## config.mk

```make
export PLATFORM = sky130hd
export DESIGN_NAME = coin_acceptor
export DESIGN_NICKNAME = d
export VERILOG_FILES = /design/src/rtl/coin_acceptor.sv
export SDC_FILE = /design/constraint.sdc
export NUM_CORES = 1
export LEC_CHECK = 0
export BUFFER_PORTS_ARGS = -buffer_cell sky130_fd_sc_hd__buf_2
export CAP_MARGIN = 0
export CORE_ASPECT_RATIO = 2
export CORE_MARGIN = 1
export CORE_UTILIZATION = 40
export CTS_CLUSTER_DIAMETER = 120
export CTS_CLUSTER_SIZE = 25
export DETAILED_ROUTE_END_ITERATION = 10
export PLACE_DENSITY = 0.61
export SLEW_MARGIN = 5
export SYNTH_ARGS = -nofsm -noshare
export SYNTH_HDL_FRONTEND = slang
export SYNTH_SLANG_ARGS = --single-unit
```

## constraint.sdc

```tcl
create_clock -name clk -period 2.06 [get_ports clk]
set_input_delay 0.206 -clock clk [delete_from_list [all_inputs] [get_ports clk]]
set_output_delay 0.206 -clock clk [all_outputs]
set_load 0.02 [all_outputs]
```

## src/rtl/coin_acceptor.sv

```systemverilog
// coin_acceptor: front end between the two raw coin-slot sensors and the vending controller.
// Latency: coin/reject is registered on the (DEBOUNCE_CYCLES+2)th rising edge after the first raw-high sample.
// Backpressure: enable is sampled once, when qualification completes; a coin arriving while the controller
//   is not ready is rejected. Extra presses before release and gap are absorbed silently.
// Ports: clk, rst_n (sync, active-low), sense_a/sense_b (raw async sensors), enable (controller ready),
//   coin[1:0] (01 = 1 unit, 10 = 2 units), reject (one-cycle gate pulse), busy (state not IDLE).
// Optional: define COIN_TALLY_EN to add saturating 8-bit tallies tally_a, tally_b and tally_rej.
module coin_acceptor #(
   parameter int DEBOUNCE_CYCLES = 4,
   parameter int GAP_CYCLES      = 3,
   parameter int CNT_W           = 8
) (
   input  logic       clk,
   input  logic       rst_n,
   input  logic       sense_a,
   input  logic       sense_b,
   input  logic       enable,
   output logic [1:0] coin,
   output logic       reject,
   output logic       busy
`ifdef COIN_TALLY_EN
   ,
   output logic [7:0] tally_a,
   output logic [7:0] tally_b,
   output logic [7:0] tally_rej
`endif
);

   localparam logic [CNT_W-1:0] DEB_LIM = CNT_W'(DEBOUNCE_CYCLES);
   localparam logic [CNT_W-1:0] GAP_LIM = CNT_W'(GAP_CYCLES);

   typedef enum logic [2:0] {
      S_IDLE   = 3'd0,
      S_QUAL   = 3'd1,
      S_DECIDE = 3'd2,
      S_HOLD   = 3'd3,
      S_GAP    = 3'd4
   } state_t;

   state_t           state_q;
   logic [1:0]       sync_a_q;
   logic [1:0]       sync_b_q;
   logic [CNT_W-1:0] cnt_q;
   logic [1:0]       pat_q;
   logic [1:0]       coin_q;
   logic             reject_q;
   logic             busy_q;

   logic [1:0]       sens;
   logic [CNT_W-1:0] cnt_inc;
   logic [1:0]       pat_d;
   logic             qual_done;
   logic             accept;
   logic             refuse;

   // Synchronised sensor pair; bit 0 is the 1-unit sensor.
   assign sens    = {sync_b_q[1], sync_a_q[1]};
   assign cnt_inc = cnt_q + 1'b1;
   assign pat_d   = pat_q | sens;

   // The decision is taken on the edge that completes qualification so that the
   // registered pulse is visible during the single DECIDE cycle.
   assign qual_done = (state_q == S_QUAL) && (sens != 2'b00) && (cnt_inc == DEB_LIM);
   assign accept    = qual_done && enable && (pat_d != 2'b11);
   assign refuse    = qual_done && !accept;

   always_ff @(posedge clk) begin
      if (!rst_n) begin
         sync_a_q <= 2'b00;
         sync_b_q <= 2'b00;
         state_q  <= S_IDLE;
         cnt_q    <= '0;
         pat_q    <= 2'b00;
         coin_q   <= 2'b00;
         reject_q <= 1'b0;
         busy_q   <= 1'b0;
      end else begin
         sync_a_q <= {sync_a_q[0], sense_a};
         sync_b_q <= {sync_b_q[0], sense_b};
         coin_q   <= 2'b00;
         reject_q <= 1'b0;
         case (state_q)
            S_IDLE: begin
               if (sens != 2'b00) begin
                  state_q <= S_QUAL;
                  cnt_q   <= CNT_W'(1);
                  pat_q   <= sens;
                  busy_q  <= 1'b1;
               end
            end
            S_QUAL: begin
               if (sens == 2'b00) begin
                  // Released before qualifying: treat as a glitch.
                  state_q <= S_IDLE;
                  cnt_q   <= '0;
                  busy_q  <= 1'b0;
               end else begin
                  pat_q <= pat_d;
                  cnt_q <= cnt_inc;
                  if (qual_done) begin
                     state_q <= S_DECIDE;
                     if (accept) coin_q <= pat_d;
                     if (refuse) reject_q <= 1'b1;
                  end
               end
            end
            S_DECIDE: begin
               state_q <= S_HOLD;
               cnt_q   <= '0;
            end
            S_HOLD: begin
               // Release must be seen low for a full debounce window; any bounce restarts it.
               if (sens != 2'b00) begin
                  cnt_q <= '0;
               end else if (cnt_inc == DEB_LIM) begin
                  state_q <= S_GAP;
                  cnt_q   <= '0;
               end else begin
                  cnt_q <= cnt_inc;
               end
            end
            S_GAP: begin
               if (cnt_inc == GAP_LIM) begin
                  state_q <= S_IDLE;
                  cnt_q   <= '0;
                  busy_q  <= 1'b0;
               end else begin
                  cnt_q <= cnt_inc;
               end
            end
            default: begin
               state_q <= S_IDLE;
               cnt_q   <= '0;
               busy_q  <= 1'b0;
            end
         endcase
      end
   end

   assign coin   = coin_q;
   assign reject = reject_q;
   assign busy   = busy_q;

`ifdef COIN_TALLY_EN
   logic [7:0] tally_a_q;
   logic [7:0] tally_b_q;
   logic [7:0] tally_rej_q;

   // Tallies move on the same edge that registers the pulse, saturating at 8'hFF.
   always_ff @(posedge clk) begin
      if (!rst_n) begin
         tally_a_q   <= 8'h00;
         tally_b_q   <= 8'h00;
         tally_rej_q <= 8'h00;
      end else begin
         if (accept && (pat_d == 2'b01) && (tally_a_q != 8'hFF)) tally_a_q <= tally_a_q + 8'h01;
         if (accept && (pat_d == 2'b10) && (tally_b_q != 8'hFF)) tally_b_q <= tally_b_q + 8'h01;
         if (refuse && (tally_rej_q != 8'hFF)) tally_rej_q <= tally_rej_q + 8'h01;
      end
   end

   assign tally_a   = tally_a_q;
   assign tally_b   = tally_b_q;
   assign tally_rej = tally_rej_q;
`endif

endmodule

```

==> summary.md <==
| Metric | Value |
|---|---|
| RSZ-0062 raised after global routing | `false` |
| Initial antenna violation count | `0` |
| Largest net degree at the start of global routing | `23` |
| Ys Warns | `0` |
| CTS H-tree depth | `1` |
| Final core occ | `46.7%` |
| Final hold vios | `0` |
| Setup crit end kind | `flop` |
| Synth Net Count | `158` |
| Clock slew at reported path FFs | `0.07 ns` |
| VDD IR-drop max | `0.495 mV` |
| Nets | `169` |
| Min-Delay Path Class | `in -> reg` |
| Antenna Cells | `0` |
| Outcome | `completed` |
| Worst setup path startpoint | `state_q[1]` |
| Post-synth EDFFs | `0` |
| Drt pass-1 iters | `4` |
| CTS max path bufs | `2` |
| Setup Total Neg Slack | `0 ns` |
| Drt drc | `0` |
| Critical path's slowest cell | `a31oi_2` |
| Max Transition Viols Final | `0` |
| Detailed Route Iter0 Violations | `24` |
| Vias in the first global route | `1184` |
| Sw Pwr | `approximately 0.19 mW` |
| Peak Freq | `0.530 GHz` |
| Top FF cell, synth | `dfxtp_1` |
| Fin Hold WS | `0.145 ns` |
| Num CTS Buffers | `3` |
| First-pass GRT wire length | `approximately 5300 um` |
| Seq/Total Area, Yosys | `33.9%` |
| Die area | `~3300 sq um` |
| Post-CTS Repair Setup Buffers | `0` |
| Multi-input logic area | `768 sq um` |
| Mapped cell area | `1240 sq um` |
| Final setup violation count | `0` |
| I/O Buffers | `8` |
| Kind of critical path | `reg -> reg` |
| Avg Cell Area, Syn | `between 8 and 9 sq um` |
| CTS Root Cell | `clkbuf_8` |
| Leak pwr | `0.545 nW` |
| Vias per cell | `6.07` |
| Design Area, Final | `1380 sq um` |
| Post-DP Area | `between 1000 and 1500 sq um` |
| Setup Skew | `0.00512 ns` |
| Crit Path Max Fanout | `9` |
| Crit start category | `flop` |
| Reg area | `420 sq um` |
| Buf/Inv on CP | `0` |
| # IOs | `9` |
| Post-DP HPWL | `2390 um` |
| Post-route ant nets | `0` |
| WL per Instance | `16.4 um` |
| Core area | `2940 sq um` |
| R2R Setup Slk | `0.17 ns` |
| Row count | `28` |
| Skew-Pair Late Insertion Delay | `0.27 ns` |
| Instance count on the critical path | `5` |
| Layout Area Growth over Synthesis | `11.0%` |
| Req. time, crit path | `2.22 ns` |
| Switching Fraction | `24.1%` |
| # hold bufs at CTS | `0` |
| Fraction of layout cells with a size suffix above 1 | `17.5%` |
| CTS tree | `done` |
| Fill count | `311` |
| RR Endpoint | `cnt_q[3]` |
| Starting Density | `42.1%` |
| GPL Wtd Cong | `around 0.9` |
| Flop pwr share | `55.2%` |
| Max-cap violations | `0` |
| Unique cell type count in the Yosys netlist | `49` |
| Part of the power in combinational logic | `9.7%` |
| Period utilization | `about nine tenths` |
| Max stage delay on crit path | `0.47 ns` |
| Post-synth ARST share | `0%` |
| Vias | `1154` |
| Clock Power Share | `35.1%` |
| Total grt overflow | `0` |
| CP delay by family, top | `compound AO/OA/AOI/OAI gates` |
| Int Power | `0.585 mW` |
| Slew HR | `around 64%` |
| Worst reg2reg path startpoint | `state_q[1]` |
| Die Y | `approximately 80 um` |
| GRT Total Usage | `around a quarter` |
| Crit path cell chain | `or3_1 > a31oi_2 > o21ai_0 > a21oi_1 > nor2b_1` |
| FF+latch count, synth | `21` |
| Cts repair resizes | `0` |
| Syn Inst Count | `150` |
| Minimum clock period | `1.89 ns` |
| CTS sink count | `21` |
| Pwr dens | `between 500 and 600 nW/um^2` |
| Worst Max-Slew Pin Slew | `0.534 ns` |
| Worst r2r path cells | `5` |
| Routed WL | `between 3000 and 4000 um` |
| Die Width | `41.4 um` |
| Critical Path End | `cnt_q[3]` |
| WP data arrival | `~2 ns` |
-- per-layer routing --
metal	track usage [%]	vias to the layer above	wire (um)
li1	-	568	-
met1	23.7	552	1130
met2	40.8	23	1790
met3	1.93	11	63
met4	16.1	0	144
met5	0	-	0
-- worst min-delay path by stage --
stage / endpoint / startpoint / depth (start not counted)
after floorplan: sync_a_q[0] / sense_a / 1
after detailed placement: sync_a_q[0] / sense_a / 2
after global routing: sync_a_q[0] / sense_a / 2
final: sync_a_q[0] / sense_a / 2
after CTS: sync_a_q[0] / sense_a / 2
after global placement: sync_a_q[0] / sense_a / 2
-- layout by cell type, fill, tap and decap left out, drive strengths merged, types with 2 or more instances in the layout --
cell    synthesis  routed
a21boi          3       3
a21o            3       3
a21oi           7       7
a22oi           2       2
a31o            4       4
a31oi           3       3
and2            6       6
and3            4       4
buf             1      14
clkbuf          7       4
dfxtp          21      21
ha              3       3
inv             5       5
nand2          13      13
nand3           5       5
nand3b          2       2
nand4           2       2
nor2            6       6
nor2b           8       8
nor3            9       9
o21ai          10      10
o31ai           2       2
or2             2       2
or3             3       3
xor2            2       2
-- Yosys cell counts, types with 2 or more instances --
library cell	number	area [sq um]
nor3_1	9	45.0
nand3b_1	2	15.0
or3_1	3	18.8
a31o_1	2	17.5
xor2_1	2	17.5
and3_1	3	18.8
ha_1	3	37.5
nand4_1	2	12.5
nor2b_1	8	50.1
nand3_2	2	20.0
a21oi_1	7	35.0
nor2_1	6	22.5
clkbuf_1	7	26.3
dfxtp_1	21	420
a31oi_1	2	12.5
a31o_2	2	17.5
a21boi_1	3	22.5
a22oi_1	2	15.0
and2_1	6	37.5
o21ai_1	2	10.0
o21ai_0	7	35.0
nand2_1	13	48.8
a21o_1	3	22.5
o31ai_1	2	15.0
inv_1	5	18.8
nand3_1	3	15.0
-- power groups by stage --
stage               Sequential (mW)  Combinational (mW)  Clock (mW)
floorplan                     0.435              0.0494           0
global placement              0.434              0.0723           0
detailed placement            0.435              0.0742           0
CTS                           0.426              0.0745       0.281
global route                  0.427              0.0831       0.292
finish                        0.426              0.0747       0.271
-- stage by stage --
| step | instances | setup WS, ns | power, mW |
|---|---|---|---|
| 5_1_grt | 190 | 0.0410 | 0.802 |
| 3_5_place_dp | 186 | 0.178 | 0.509 |
| 4_1_cts | 190 | 0.175 | 0.781 |
| 2_1_floorplan | 150 | 0.229 | 0.484 |
| 3_3_place_gp | 186 | 0.205 | 0.507 |
| 6_report | 190 | 0.173 | 0.772 |
-- state kept, by name, summed over array words and instances (netlist names) --
| signal | cells |
|---|---|
| busy | 1 |
| cnt_q | 8 |
| coin | 2 |
| pat_q | 2 |
| reject | 1 |
| state_q | 3 |
| sync_a_q | 2 |
| sync_b_q | 2 |
-- cell families (layout without fill, tap and decap cells) --
family / count (synthesis) / count (layout) / synth area share (%)
DFF: 21 / 21 / 33.9
muxes: 1 / 1 / 0.909
and+or+nand+nor: 66 / 66 / 30.8
xor gates and xnor gates: 3 / 3 / 2.12
AOI/OAI and AO/OA: 43 / 43 / 25.2
buffers and inverters: 13 / 23 / 4.04
adders and majority gates: 3 / 3 / 3.03
-- layout make-up --
type,count,share of cell area [%]
well taps,30,2.73
multi-input cells,116,55.9
flip-flops and latches,21,30.6
clock buffers,4,3.28
repair buffers,14,6.19
inverters,5,1.36
No activity file was read; power rests on OpenSTA's default activity.
